$ cat config.mk
export PLATFORM = sky130hd
export DESIGN_NAME = seriallite3_tx_arbiter
export DESIGN_NICKNAME = d
export VERILOG_FILES = /design/src/rtl/seriallite3_tx_arbiter.sv
export SDC_FILE = /design/constraint.sdc
export NUM_CORES = 1
export LEC_CHECK = 0
export CAP_MARGIN = 20
export CORE_AREA = 2 2 509 511
export CTS_CLUSTER_SIZE = 12
export DETAILED_ROUTE_END_ITERATION = 8
export DIE_AREA = 0 0 511 513
export PLACE_DENSITY = 0.3
export SYNTH_ARGS = -nofsm -noshare
export SYNTH_HDL_FRONTEND = slang
export SYNTH_SLANG_ARGS = --single-unit
export TNS_END_PERCENT = 10
$ cat constraint.sdc
create_clock -name user_clock_tx -period 4.5 [get_ports user_clock_tx]
set_input_delay 0.9 -clock user_clock_tx [delete_from_list [all_inputs] [get_ports user_clock_tx]]
set_output_delay 0.9 -clock user_clock_tx [all_outputs]
set_load 0.01 [all_outputs]
$ cat src/rtl/seriallite3_tx_arbiter.sv
// Four-requester round-robin burst arbiter feeding a SerialLite III TX user interface.
// Optional macro SL3_TX_ARB_BURST_CAP_EN: force end of burst after MAX_BURST beats.
module seriallite3_tx_arbiter #(
   parameter int unsigned NUM_REQ   = 4,
   parameter int unsigned MAX_BURST = 256
) (
   input  logic                     user_clock_tx,
   input  logic                     user_clock_reset_tx_n,
   input  logic [256*NUM_REQ-1:0]   req_data,
   input  logic [NUM_REQ-1:0]       req_valid,
   input  logic [NUM_REQ-1:0]       req_last,
   output logic [NUM_REQ-1:0]       req_ready,
   output logic [255:0]             data_tx,
   output logic                     valid_tx,
   output logic                     start_of_burst_tx,
   output logic                     end_of_burst_tx,
   output logic [7:0]               sync_tx,
   input  logic                     ready_tx,
   input  logic                     link_up_tx,
   output logic [1:0]               grant_id,
   output logic                     busy
);

`ifdef SL3_TX_ARB_BURST_CAP_EN
   localparam bit CAP_EN = 1'b1;
`else
   localparam bit CAP_EN = 1'b0;
`endif
   localparam logic [15:0] CAP_LAST = 16'(MAX_BURST - 1);

   typedef enum logic [0:0] {
      IDLE  = 1'b0,
      BURST = 1'b1
   } state_t;

   state_t      r_state, w_state_nxt;
   logic [1:0]  r_grant, w_grant_nxt;
   logic [1:0]  r_rr_ptr, w_rr_ptr_nxt;
   logic [15:0] r_beat_cnt, w_beat_cnt_nxt;

   logic        w_in_burst;
   logic        w_cap_hit;
   logic        w_xfer;
   logic        w_found;
   logic [1:0]  w_pick;
   logic [1:0]  w_idx;

   // Round-robin search starting at rr_ptr
   always_comb begin
      w_found = 1'b0;
      w_pick  = '0;
      w_idx   = '0;
      for (int unsigned i = 0; i < NUM_REQ; i++) begin
         w_idx = r_rr_ptr + 2'(i);
         if (!w_found && req_valid[w_idx]) begin
            w_found = 1'b1;
            w_pick  = w_idx;
         end
      end
   end

   // Outputs are masked while the link is down so a dropped link never shows EOB
   always_comb begin
      w_in_burst        = (r_state == BURST) && link_up_tx;
      w_cap_hit         = CAP_EN && (r_beat_cnt == CAP_LAST);
      valid_tx          = w_in_burst && req_valid[r_grant];
      req_ready         = '0;
      req_ready[r_grant] = w_in_burst && ready_tx;
      data_tx           = (r_state == BURST) ? req_data[256*r_grant +: 256] : '0;
      start_of_burst_tx = valid_tx && (r_beat_cnt == '0);
      end_of_burst_tx   = valid_tx && (req_last[r_grant] || w_cap_hit);
      sync_tx           = (r_state == BURST) ? {6'b0, r_grant} : 8'h00;
      grant_id          = r_grant;
      busy              = (r_state == BURST);
      w_xfer            = valid_tx && ready_tx;
   end

   always_comb begin
      w_state_nxt    = r_state;
      w_grant_nxt    = r_grant;
      w_rr_ptr_nxt   = r_rr_ptr;
      w_beat_cnt_nxt = r_beat_cnt;
      unique case (r_state)
         IDLE: begin
            if (link_up_tx && w_found) begin
               w_state_nxt    = BURST;
               w_grant_nxt    = w_pick;
               w_beat_cnt_nxt = '0;
            end
         end
         BURST: begin
            if (!link_up_tx) begin
               w_state_nxt    = IDLE;
               w_beat_cnt_nxt = '0;
            end else if (w_xfer) begin
               if (end_of_burst_tx) begin
                  w_state_nxt    = IDLE;
                  w_rr_ptr_nxt   = r_grant + 2'd1;
                  w_beat_cnt_nxt = '0;
               end else if (r_beat_cnt != '1) begin
                  w_beat_cnt_nxt = r_beat_cnt + 16'd1;
               end
            end
         end
         default: w_state_nxt = IDLE;
      endcase
   end

   always_ff @(posedge user_clock_tx or negedge user_clock_reset_tx_n) begin
      if (!user_clock_reset_tx_n) begin
         r_state    <= IDLE;
         r_grant    <= '0;
         r_rr_ptr   <= '0;
         r_beat_cnt <= '0;
      end else begin
         r_state    <= w_state_nxt;
         r_grant    <= w_grant_nxt;
         r_rr_ptr   <= w_rr_ptr_nxt;
         r_beat_cnt <= w_beat_cnt_nxt;
      end
   end

endmodule

==> out/qor_table.md <==
| Result | This run |
|:---|:---|
| Number of distinct standard cells referenced by the synthesized netlist | 41 |
| Area of all placed cells without fillers | 27000 um2 |
| Final worst-path setup slack | 0.541 ns |
| Net Sw Frac | 47.3% |
| Pins Over Slew Limit | 0 |
| CTS tree | built |
| Final period util | 88.0% |
| Drt total wl | 228000 um |
| List of cells traversed by the critical path | clkdlybuf4s50_1 > mux4_2 > and3_1 > clkdlybuf4s50_1 |
| Tightest Pin Transition | 0.799 ns |
| Proportion of power drawn by combinational gates | 93.7% |
| Switching power total | 4.43 mW |
| Fin util | 10.5% |
| Drt pass-1 iters | 5 |
| Fraction of power consumed by the clock network | 2.1% |
| Total Die Area | 262000 um2 |
| Critical path data arrival time | 3.06 ns |
| Run status | finished, final reports clean |
| Worst max-slew margin expressed relative to the limit | 46.6% |
| Postcts setup bufs | 0 |
| Int Power | 4.93 mW |
| Max-cap violations | 0 |
| Mean Syn Cell Area | 11.9 um2 |
| Startpoint-to-endpoint class of the critical path | primary input to output pin |
| Fmax achieved | 253 MHz |
| Clock Skew | 0.00693 ns |
| Placement row count | 186 |
| Unrepaired setup endpoints after global routing | no |
| Kind of cell adding the most delay to the critical path | buffers and inverters |
| Antenna violations before repair | 365 |
| Violation count after the first detailed-route iteration | 1100 |
| Stage delay of the slowest cell on the critical path | 0.64 ns |
| Total of flip-flops plus latches after synthesis | 21 |
| Buffers and inverters on the worst path | 2 |
| Buffers added on ports | 1303 |
| Critical-path cell with the highest stage delay | sky130_fd_sc_hd__clkdlybuf4s50_1 |
| Final cell count without fillers | 5489 |
| Standby leakage power | 8.23 nW |
| Clock input transition at the sequential cells of the worst setup and hold paths | 0.07 ns |
| DR vias | 15600 |
| Via density per instance | 2.84 |
| Num CTS Buffers | 3 |
| Final net count | 3087 |
| Final hold vios | 0 |
| Number of flops mapped to enable cells by yosys | 0 |
| Maximum level of the CTS H-tree | 1 |
| Placer's final routability congestion estimate | 1.01 |
| Number of setup violations in the final report | 0 |
| Number of buffers on the longest clock path | 2 |
| Fill cell total of the finished layout | 29400 |
| Minimum clock period after layout | 3.96 ns |
| Clock latency on the worst-skew pair | 0.26 ns |
| Yosys warns | 0 |
| Sequential area share after synthesis | 5.68% |
| Worst setup slack before clock tree synthesis | 0.471 ns |
| PostCTS Resize Cnt | 0 |
| Async set-or-reset flop fraction in the synthesized netlist | 100% |
| Sort of element at the end of the critical path | output pin |
| Largest net degree at the start of global routing | 76 |
| Detailed placement HPWL | 216000 um |
| Most used cell, CP | sky130_fd_sc_hd__clkdlybuf4s50_1 |
| Die Y | 513 um |
| Instance area at placement | 26800 um2 |
| Element type at the critical path start | primary input |
| Die span in x | 511 um |
| Routed length per instance | 41.6 um |
| Required time worst endpoint | 3.60 ns |
| Number of nets with antenna violations after routing | 0 |
| All-Layer GR Usage | 16.7% |
| Setup TNS | 0 ns |
| GRT overflow | 0 |
| Fraction of final layout cells sized beyond drive strength 1 | 15.9% |
| Clock sink total | 21 |
| Starting density of the core | 3.61% |
| Cell count after synthesis | 775 |
| Top-area cell type share of the netlist area | 62.8% |
| Final worst hold slack | 0.537 ns |
| Class of the most critical hold timing path | flip-flop to flip-flop |
| DRC violation count after routing | 0 |
| Most used flip-flop cell after synthesis | sky130_fd_sc_hd__dfrtp_1 |
| Cell at the root of the clock tree | sky130_fd_sc_hd__clkbuf_16 |
| Sequential share of power | 4.1% |
| Sequential cell area | 537 um2 |
| Maximum vdd drop | 0.212 mV |
| Total instance count after detailed placement | 5424 |
| Area delta synth->final | 192% |
| CP Max Fanout | 8 |
| # IOs | 1310 |
| Main area contributors after synthesis | sky130_fd_sc_hd__mux4_2 63%, sky130_fd_sc_hd__and2_1 18%, sky130_fd_sc_hd__dfrtp_1 5.7% |
| Number of buffers inserted by hold repair at cts | 0 |
| Placeable Area | 256000 um2 |
| Power density over the cells | 346 nW/um2 |
| Footprint of the multi-input gates | 8280 um2 |
| Design Power | 9.35 mW |
| First-pass GRT wire length | 265000 um |
| Via count of the first global-routing pass | 15200 |
| Area of the mapped netlist | 9260 um2 |
| Post-synth top area cell | sky130_fd_sc_hd__mux4_2 |
==> cell type report <==
cell class                      instances  area share (%)
Timing Repair Buffer                 1360            50.8
Tap cell                             3384            15.7
Clock buffer                            4           0.292
Multi-Input combinational cell        652            30.6
Antenna cell                           61           0.565
Inverter                                7          0.0972
Sequential cell                        21            1.99
==> cell usage in the layout, fill, tap and decap left out, drive strengths merged, types with 2 or more instances in the layout <==
cell	synthesis	routed
ha	6	6
clkdlybuf4s50	0	1303
buf	44	57
a31oi	8	8
o31ai	4	4
nor3b	2	2
conb	1	6
nand4	10	10
inv	7	7
dfrtp	21	21
a21oi	10	10
and2	260	260
clkbuf	56	4
nand3	9	9
nor3	2	2
nand2	13	13
a21o	4	4
nor2	7	7
nor4	5	5
and3	8	8
nor2b	3	3
mux4	258	258
diode	0	61
a21boi	2	2
o21ai	18	18
a41oi	4	4
==> kinds of logic (layout without fill, tap and decap cells) <==
kind of cell | Yosys count | after routing | share of synthesized area [%]
other cells | 1 | 67 | 0.0405
simple gates | 324 | 324 | 21.3
buf+inv | 107 | 1371 | 5.07
flops | 21 | 21 | 5.68
compound gates | 56 | 56 | 4.04
fa+ha+maj | 6 | 6 | 0.811
mux | 260 | 260 | 63.0
==> cell usage after synthesis (4+ instances only) <==
library cell,count
sky130_fd_sc_hd__ha_1,6
sky130_fd_sc_hd__a21oi_1,10
sky130_fd_sc_hd__buf_1,9
sky130_fd_sc_hd__nor2_1,7
sky130_fd_sc_hd__and2_1,260
sky130_fd_sc_hd__clkbuf_1,56
sky130_fd_sc_hd__o31ai_1,4
sky130_fd_sc_hd__buf_4,7
sky130_fd_sc_hd__mux4_2,258
sky130_fd_sc_hd__dfrtp_1,21
sky130_fd_sc_hd__nand2_1,13
sky130_fd_sc_hd__and3_1,8
sky130_fd_sc_hd__a21o_1,4
sky130_fd_sc_hd__a31oi_1,8
sky130_fd_sc_hd__buf_2,27
sky130_fd_sc_hd__a41oi_1,4
sky130_fd_sc_hd__nor4_1,5
sky130_fd_sc_hd__nand4_1,10
sky130_fd_sc_hd__o21ai_0,18
sky130_fd_sc_hd__nand3_1,9
sky130_fd_sc_hd__inv_1,7
==> final timing paths <==
kind / slack (ns) / depth (start not counted) / start / end
min in group asynchronous: 0.99 / 1 / user_clock_reset_tx_n / grant_id[1]
setup reg to reg: 1.66 / 6 / grant_id[0] / r_beat_cnt[4]
hold / removal: 0.54 / 1 / r_beat_cnt[9] / r_beat_cnt[9]
max in group asynchronous: 3.04 / 2 / user_clock_reset_tx_n / r_beat_cnt[2]
hold reg to reg: 0.54 / 1 / r_beat_cnt[9] / r_beat_cnt[9]
setup / recovery: 0.54 / 4 / req_valid[3] / end_of_burst_tx
==> flip-flops by register name, summed over array words and instances (netlist names) <==
name	cells
grant_id	2
busy	1
r_beat_cnt	16
r_rr_ptr	2
==> power by group through the flow <==
| stage | combinational, mW | sequential [mW] | clock (mW) |
|---|---|---|---|
| floorplan | 3.89 | 0.243 | 0 |
| global placement | 8.91 | 0.412 | 0 |
| detailed placement | 8.86 | 0.414 | 0 |
| CTS | 8.91 | 0.411 | 0.205 |
| global route | 9.13 | 0.408 | 0.213 |
| finish | 8.76 | 0.387 | 0.200 |
==> worst reg2reg max path, stage by stage, from the launching register on <==
cell and delay, ns:
sky130_fd_sc_hd__dfrtp_4 0.68, sky130_fd_sc_hd__buf_12 0.28, sky130_fd_sc_hd__mux4_2 0.68, sky130_fd_sc_hd__and4b_1 0.56, sky130_fd_sc_hd__a21boi_4 0.32, sky130_fd_sc_hd__a21oi_1 0.09, sky130_fd_sc_hd__a31oi_1 0.16
==> routing by layer <==
layer,vias up,wire (um),track usage [%]
met5,-,1870,0
met4,280,2700,0.483
met3,578,33200,10.4
met2,1333,106000,28.3
met1,7592,84200,18.6
li1,5780,-,-
No activity file was read; power rests on OpenSTA's default activity.
